===== src/rtl/wb_slave_bridge_if.sv =====
// Upstream Wishbone port of the bridge: the SoC side is the master and
// the bridge is the slave.
interface wb_slave_bridge_if;
  logic        cyc;
  logic        stb;
  logic        we;
  logic [3:0]  sel;
  logic [31:0] adr;
  logic [31:0] dat_w;
  logic [31:0] dat_r;
  logic        ack;

  modport master (output cyc, stb, we, sel, adr, dat_w, input dat_r, ack);
  modport slave  (input cyc, stb, we, sel, adr, dat_w, output dat_r, ack);
endinterface


===== src/rtl/wb_slave_bridge.sv =====
// Wishbone front-end: decodes upstream accesses onto two downstream slaves and
// force-completes unmapped or unanswered accesses with a fixed error word.
module wb_slave_bridge #(
  parameter int unsigned TIMEOUT  = 16,
  parameter logic [31:0] S0_BASE  = 32'h3000_0000,
  parameter logic [31:0] S0_MASK  = 32'hFFFF_FFF0,
  parameter logic [31:0] S1_BASE  = 32'h3000_1000,
  parameter logic [31:0] S1_MASK  = 32'hFFFF_F000,
  parameter logic [31:0] ERR_DATA = 32'hDEAD_BEEF
) (
  input  logic                wb_clk_i,
  input  logic                wb_rst_i,
  wb_slave_bridge_if.slave    wbs,
  output logic                m_cyc_o,
  output logic                m_stb_o,
  output logic                m_we_o,
  output logic [3:0]          m_sel_o,
  output logic [31:0]         m_adr_o,
  output logic [31:0]         m_dat_o,
  output logic                s0_sel_o,
  output logic                s1_sel_o,
  input  logic                s0_ack_i,
  input  logic                s1_ack_i,
  input  logic [31:0]         s0_dat_i,
  input  logic [31:0]         s1_dat_i,
  output logic                err_o,
  output logic [7:0]          timeout_cnt_o
);

  // ERR and RESP are the single cycle in which the upstream ack is high.
  localparam logic [1:0] ST_IDLE = 2'd0;
  localparam logic [1:0] ST_FWD  = 2'd1;
  localparam logic [1:0] ST_ERR  = 2'd2;
  localparam logic [1:0] ST_RESP = 2'd3;

  localparam logic [15:0] WAIT_LAST = 16'(TIMEOUT - 1);

  logic [1:0]  state;
  logic [15:0] wait_cnt;
  logic        ack_q;
  logic [31:0] dat_q;
  logic        req;
  logic        hit0;
  logic        hit1;
  logic        sel_ack;
  logic [31:0] sel_dat;

  assign wbs.ack   = ack_q;
  assign wbs.dat_r = dat_q;

  assign req     = wbs.cyc & wbs.stb & ~ack_q;
  assign hit0    = (wbs.adr & S0_MASK) == S0_BASE;
  assign hit1    = (wbs.adr & S1_MASK) == S1_BASE;
  assign sel_ack = (s0_sel_o & s0_ack_i) | (s1_sel_o & s1_ack_i);
  assign sel_dat = s0_sel_o ? s0_dat_i : s1_dat_i;

  always_ff @(posedge wb_clk_i or posedge wb_rst_i) begin
    if (wb_rst_i) begin
      state         <= ST_IDLE;
      wait_cnt      <= '0;
      ack_q         <= 1'b0;
      dat_q         <= '0;
      err_o         <= 1'b0;
      timeout_cnt_o <= '0;
      m_cyc_o       <= 1'b0;
      m_stb_o       <= 1'b0;
      m_we_o        <= 1'b0;
      m_sel_o       <= '0;
      m_adr_o       <= '0;
      m_dat_o       <= '0;
      s0_sel_o      <= 1'b0;
      s1_sel_o      <= 1'b0;
    end else begin
      // Response outputs are single-cycle pulses unless set below.
      ack_q <= 1'b0;
      dat_q <= '0;
      err_o <= 1'b0;
      case (state)
        ST_IDLE: begin
          if (req) begin
            m_adr_o  <= wbs.adr;
            m_dat_o  <= wbs.dat_w;
            m_we_o   <= wbs.we;
            m_sel_o  <= wbs.sel;
            wait_cnt <= '0;
            if (hit0 || hit1) begin
              s0_sel_o <= hit0;
              s1_sel_o <= ~hit0;
              m_cyc_o  <= 1'b1;
              m_stb_o  <= 1'b1;
              state    <= ST_FWD;
            end else begin
              ack_q <= 1'b1;
              dat_q <= ERR_DATA;
              err_o <= 1'b1;
              state <= ST_ERR;
            end
          end
        end
        ST_FWD: begin
          if (!wbs.cyc) begin
            m_cyc_o  <= 1'b0;
            m_stb_o  <= 1'b0;
            s0_sel_o <= 1'b0;
            s1_sel_o <= 1'b0;
            state    <= ST_IDLE;
          end else if (sel_ack) begin
            m_cyc_o  <= 1'b0;
            m_stb_o  <= 1'b0;
            s0_sel_o <= 1'b0;
            s1_sel_o <= 1'b0;
            ack_q    <= 1'b1;
            dat_q    <= m_we_o ? 32'h0 : sel_dat;
            state    <= ST_RESP;
          end else if (wait_cnt == WAIT_LAST) begin
            m_cyc_o  <= 1'b0;
            m_stb_o  <= 1'b0;
            s0_sel_o <= 1'b0;
            s1_sel_o <= 1'b0;
            ack_q    <= 1'b1;
            dat_q    <= ERR_DATA;
            err_o    <= 1'b1;
            if (timeout_cnt_o != 8'hFF)
              timeout_cnt_o <= timeout_cnt_o + 8'd1;
            state    <= ST_RESP;
          end else begin
            wait_cnt <= wait_cnt + 16'd1;
          end
        end
        ST_ERR, ST_RESP: begin
          state <= ST_IDLE;
        end
        default: state <= ST_IDLE;
      endcase
    end
  end

endmodule


===== src/flat_wrapper.sv =====
// flat-port wrapper written by rule: the top's interface ports become plain ports
module wb_slave_bridge_flat 
#(
  parameter int unsigned TIMEOUT  = 16,
  parameter logic [31:0] S0_BASE  = 32'h3000_0000,
  parameter logic [31:0] S0_MASK  = 32'hFFFF_FFF0,
  parameter logic [31:0] S1_BASE  = 32'h3000_1000,
  parameter logic [31:0] S1_MASK  = 32'hFFFF_F000,
  parameter logic [31:0] ERR_DATA = 32'hDEAD_BEEF
)
  (wb_clk_i, wb_rst_i, m_cyc_o, m_stb_o, m_we_o, m_sel_o, m_adr_o, m_dat_o, s0_sel_o, s1_sel_o, s0_ack_i, s1_ack_i, s0_dat_i, s1_dat_i, err_o, timeout_cnt_o, wbs_cyc, wbs_stb, wbs_we, wbs_sel, wbs_adr, wbs_dat_w, wbs_dat_r, wbs_ack);
  wb_slave_bridge_if wbs_i ();
  input  logic wb_clk_i;
  input  logic wb_rst_i;
  output logic m_cyc_o;
  output logic m_stb_o;
  output logic m_we_o;
  output logic [3:0] m_sel_o;
  output logic [31:0] m_adr_o;
  output logic [31:0] m_dat_o;
  output logic s0_sel_o;
  output logic s1_sel_o;
  input  logic s0_ack_i;
  input  logic s1_ack_i;
  input  logic [31:0] s0_dat_i;
  input  logic [31:0] s1_dat_i;
  output logic err_o;
  output logic [7:0] timeout_cnt_o;
  input wire logic [$bits(wbs_i.cyc)-1:0] wbs_cyc;
  input wire logic [$bits(wbs_i.stb)-1:0] wbs_stb;
  input wire logic [$bits(wbs_i.we)-1:0] wbs_we;
  input wire logic [$bits(wbs_i.sel)-1:0] wbs_sel;
  input wire logic [$bits(wbs_i.adr)-1:0] wbs_adr;
  input wire logic [$bits(wbs_i.dat_w)-1:0] wbs_dat_w;
  output wire logic [$bits(wbs_i.dat_r)-1:0] wbs_dat_r;
  output wire logic [$bits(wbs_i.ack)-1:0] wbs_ack;
  assign wbs_i.cyc = wbs_cyc;
  assign wbs_i.stb = wbs_stb;
  assign wbs_i.we = wbs_we;
  assign wbs_i.sel = wbs_sel;
  assign wbs_i.adr = wbs_adr;
  assign wbs_i.dat_w = wbs_dat_w;
  assign wbs_dat_r = wbs_i.dat_r;
  assign wbs_ack = wbs_i.ack;
  wb_slave_bridge #(.TIMEOUT(TIMEOUT), .S0_BASE(S0_BASE), .S0_MASK(S0_MASK), .S1_BASE(S1_BASE), .S1_MASK(S1_MASK), .ERR_DATA(ERR_DATA)) u_core (.wb_clk_i(wb_clk_i), .wb_rst_i(wb_rst_i), .wbs(wbs_i), .m_cyc_o(m_cyc_o), .m_stb_o(m_stb_o), .m_we_o(m_we_o), .m_sel_o(m_sel_o), .m_adr_o(m_adr_o), .m_dat_o(m_dat_o), .s0_sel_o(s0_sel_o), .s1_sel_o(s1_sel_o), .s0_ack_i(s0_ack_i), .s1_ack_i(s1_ack_i), .s0_dat_i(s0_dat_i), .s1_dat_i(s1_dat_i), .err_o(err_o), .timeout_cnt_o(timeout_cnt_o));
endmodule

===== config.mk =====
export PLATFORM = sky130hd
export DESIGN_NAME = wb_slave_bridge_flat
export DESIGN_NICKNAME = d
export VERILOG_FILES = /design/src/rtl/wb_slave_bridge_if.sv /design/src/rtl/wb_slave_bridge.sv /design/src/flat_wrapper.sv
export SDC_FILE = /design/constraint.sdc
export NUM_CORES = 1
export LEC_CHECK = 0
export BUFFER_PORTS_ARGS = -buffer_cell sky130_fd_sc_hd__buf_4
export CORE_UTILIZATION = 30
export CTS_BUF_LIST = sky130_fd_sc_hd__clkbuf_8 sky130_fd_sc_hd__clkbuf_16
export DETAILED_ROUTE_END_ITERATION = 12
export PLACE_DENSITY_LB_ADDON = 0.15
export SLEW_MARGIN = 20
export SYNTH_ARGS = -nofsm -noshare
export SYNTH_HDL_FRONTEND = slang
export SYNTH_SLANG_ARGS = --single-unit

===== constraint.sdc =====
create_clock -name wb_clk_i -period 5 [get_ports wb_clk_i]
set_clock_uncertainty 0.05 [all_clocks]
set_input_delay 0 -clock wb_clk_i [delete_from_list [all_inputs] [get_ports wb_clk_i]]
set_output_delay 0 -clock wb_clk_i [all_outputs]
set_load 0.02 [all_outputs]

==> impl_metrics.toml <==
[logic_synthesis]
synth-seq-area-share_pct = 57.9
async_reset_ff_share_pct = 100
synth.area.top_cells = "dfrtp_1 58%, nand2_1 15%, mux2i_1 5.6%"
synth-seq-cells = 132
synth_top_area_share_pct = 57.9
synth_cell_types = 44
synthCells = 591
synth_ff_type = "dfrtp_1"
synth_nets = 732
synth.avg_cell_area_um2 = 9.65
ys_warn_count = 0
synth-edff-count = 0
synth_most_common_cell = "nand2_1"
yosys-top-cells-count = "224 x nand2_1, 132 x dfrtp_1, 32 x mux2i_1"
synth_top_area_cell = "dfrtp_1"
netlist_area_mm2 = 0.00570

[timing]
fin_crit_sh_pct = 56.9
worst_slack_ns = 2.16
period_minus_slack_ns = 2.84
drv_slew = 0
slew_headroom_pct = 34.0
finalHoldViolCount = 0
rsz0062_at_grt = "false"
tns_ns = 0
finalSetupViolations = 0
fmax_mhz = 352
tightest_slew_ns = 0.991

[cells_and_area]
drive_gt1_share_pct = 32.3
area_growth_pct = 71.4
diodes = 0
fin_cells = 1214
fin_nets = 1108
final_util_pct = 52.4

[global_route]
grt_max_degree = 71
grt_pass1_vias = 5928
overflow = 0
grt_antenna_before_repair = 0
grt_first_pass_wirelength_um = 29500
gr-usage-all-layers_pct = 19.0

[setup_path]
endpoint = "u_core.wait_cnt[10]$_DFFE_PP0P_"
rr_worst_depth = 5
cp-start-kind = "flop"
slowest_stage = "dfrtp_2"
worstPathRequired_ns = 5.26
crit_family = "compound AO/OA/AOI/OAI gates"
path_class = "flop to flop"
worstPathArrival_ns = 3.11
path_buf_inv = 0
r2r_end = "u_core.wait_cnt[10]$_DFFE_PP0P_"
path_cells = "a22oi_2 -> and2_1 -> a21oi_1 -> o21ai_0 -> o31ai_1"
crit_cells = 5
cp_slowest_stage_delay_ns = 1.02
critPathLaunch = "u_core.s0_sel_o$_DFFE_PP0P_"
cp_max_fo = 35
reg2reg_setup_slack_ns = 2.16
r2r_start = "u_core.s0_sel_o$_DFFE_PP0P_"
endpoint_kind = "flop"

[clocking]
post_cts_buffers = 0
cts_tree = "done"
clkSinkCount = 132
cts_buffer_depth = 2
htreeDepth = 4
cts_buffers = 17
clk_latency_ns = 0.41
clk_pin_slew_ns = 0.06
ctsRootBufferMaster = "clkbuf_16"

[placement]
dp.final_hpwl_um = 11700
io_buffer_count = 253
place.gp.congestion = 0.842
dp_cells = 1051
place_ws_ns = 2.18

[floorplanning]
io_pins = 254
die-area_mm2 = 0.0196
fp-row-count = 50
core_area_mm2 = 0.0186
initial_utilization_pct = 30.6
die_w_um = 140
fp.dieH_um = 140

[route]
route.final.wire_length_um = 18100
wl_per_cell_um = 14.9
final_antenna_net_count = 0
vias_per_cell = 4.67
drt_iter0_markers = 255
vias = 5671
drc = 0
drt_pass1_iterations = 4

[pwr]
power_density_mw_per_mm2 = 347
p_leak_nw = 4.88
peakVddDrop_mv = 0.227

[status]
outcome = "finished clean"

[run]
drv_cap = 0

[min_path]
min_path_type = "input pin to flop"
[layout by cell type, fill, tap and decap left out, types with 2 or more instances in the layout]
| cell | instances |
|---|---|
| mux2i_1 | 32 |
| clkinv_4 | 3 |
| nand3_1 | 6 |
| xnor2_1 | 9 |
| nor2_4 | 2 |
| and2_1 | 5 |
| inv_1 | 4 |
| o31ai_1 | 7 |
| and3_1 | 2 |
| nand2_1 | 224 |
| nor3_1 | 2 |
| or2_2 | 16 |
| bufinv_16 | 5 |
| clkbuf_16 | 17 |
| nor2b_1 | 2 |
| a31oi_1 | 5 |
| nand4_1 | 10 |
| nor2_1 | 19 |
| ha_1 | 2 |
| a21oi_1 | 21 |
| dlygate4sd3_1 | 131 |
| inv_6 | 4 |
| clkinvlp_4 | 3 |
| nor4_1 | 7 |
| o21ai_0 | 24 |
| and4_1 | 4 |
| or4_1 | 5 |
| dfrtp_1 | 131 |
| buf_4 | 256 |
[layout make-up]
type                    count  area [um2]
multi-input cells         424        2250
fillers                  1638        8870
clock inverters            14         225
inverters                   5        23.8
clock buffers              18         439
repair buffers            387        3230
flip-flops and latches    132        3300
well taps                 234         293
[worst min path at each step]
stage          slack, ns         start                             end  cells past startpoint
2_1_floorplan       0.06    wbs_adr[0]   u_core.m_adr_o[0]$_DFFE_PP0P_                      2
3_3_place_gp        0.07      wb_rst_i   u_core.m_adr_o[3]$_DFFE_PP0P_                      2
3_5_place_dp        0.09      wb_rst_i   u_core.m_adr_o[3]$_DFFE_PP0P_                      2
4_1_cts           0.0009  s1_dat_i[25]  u_core.wbs.dat_r[25]$_DFF_PP0_                      4
5_1_grt             0.05  s1_dat_i[31]  u_core.wbs.dat_r[31]$_DFF_PP0_                      4
6_report            0.03  s1_dat_i[25]  u_core.wbs.dat_r[25]$_DFF_PP0_                      4
[cell families (layout without fill, tap and decap cells)]
kind of cell	after synthesis	in the layout	share of synthesized area [%]
simple gates	313	313	24.4
flops	132	132	57.9
compound gates	66	66	7.27
buf+inv	35	424	2.61
mux	33	33	5.82
xor+xnor	10	10	1.54
fa+ha+maj	2	2	0.439
[registers in the layout, summed over array words and instances (netlist names)]
register	cells
u_core.m_adr_o	32
u_core.m_dat_o	32
u_core.wbs.dat_r	32
u_core.wait_cnt	16
u_core.timeout_cnt_o	8
u_core.m_sel_o	4
u_core.state	2
u_core.err_o	1
u_core.m_stb_o	1
u_core.m_we_o	1
u_core.s0_sel_o	1
u_core.s1_sel_o	1
u_core.wbs.ack	1
[metal layers]
layer	global-route usage (%)	part of all wire (%)	vias up
met2	32.3	48	251
met5	0	0	-
li1	-	-	2722
met4	7.00	2.4	0
met3	5.54	7.7	31
met1	22.8	42	2667
[worst reg2reg max path, cell delays in order, from the launching register on]
cell and delay [ns]:
dfrtp_2 1.02, a22oi_2 0.31, and2_1 0.25, a21oi_1 0.76, o21ai_0 0.26, o31ai_1 0.11
[per-stage QoR]
step	total power [mW]	hold WS [ns]	area (um2)
detailed placement	1.94	0.0873	7800
global placement	1.93	0.0726	7800
global route	3.56	0.0474	9770
floorplan	1.59	0.0554	5700
finish	3.39	0.0297	9770
CTS	3.43	0.000900	9770
[report_power, final]
part	total [mW]	internal (mW)	switching, mW
logic	0.734	0.354	0.380
registers	1.27	1.19	0.0786
clock network	1.39	0.905	0.483
[repair_timing]
action	in CTS	in global routing
hold buffers	131	0
gates resized for setup	0	0
endpoints found under the hold margin	170	0
Power figures use the tool's default switching activity.
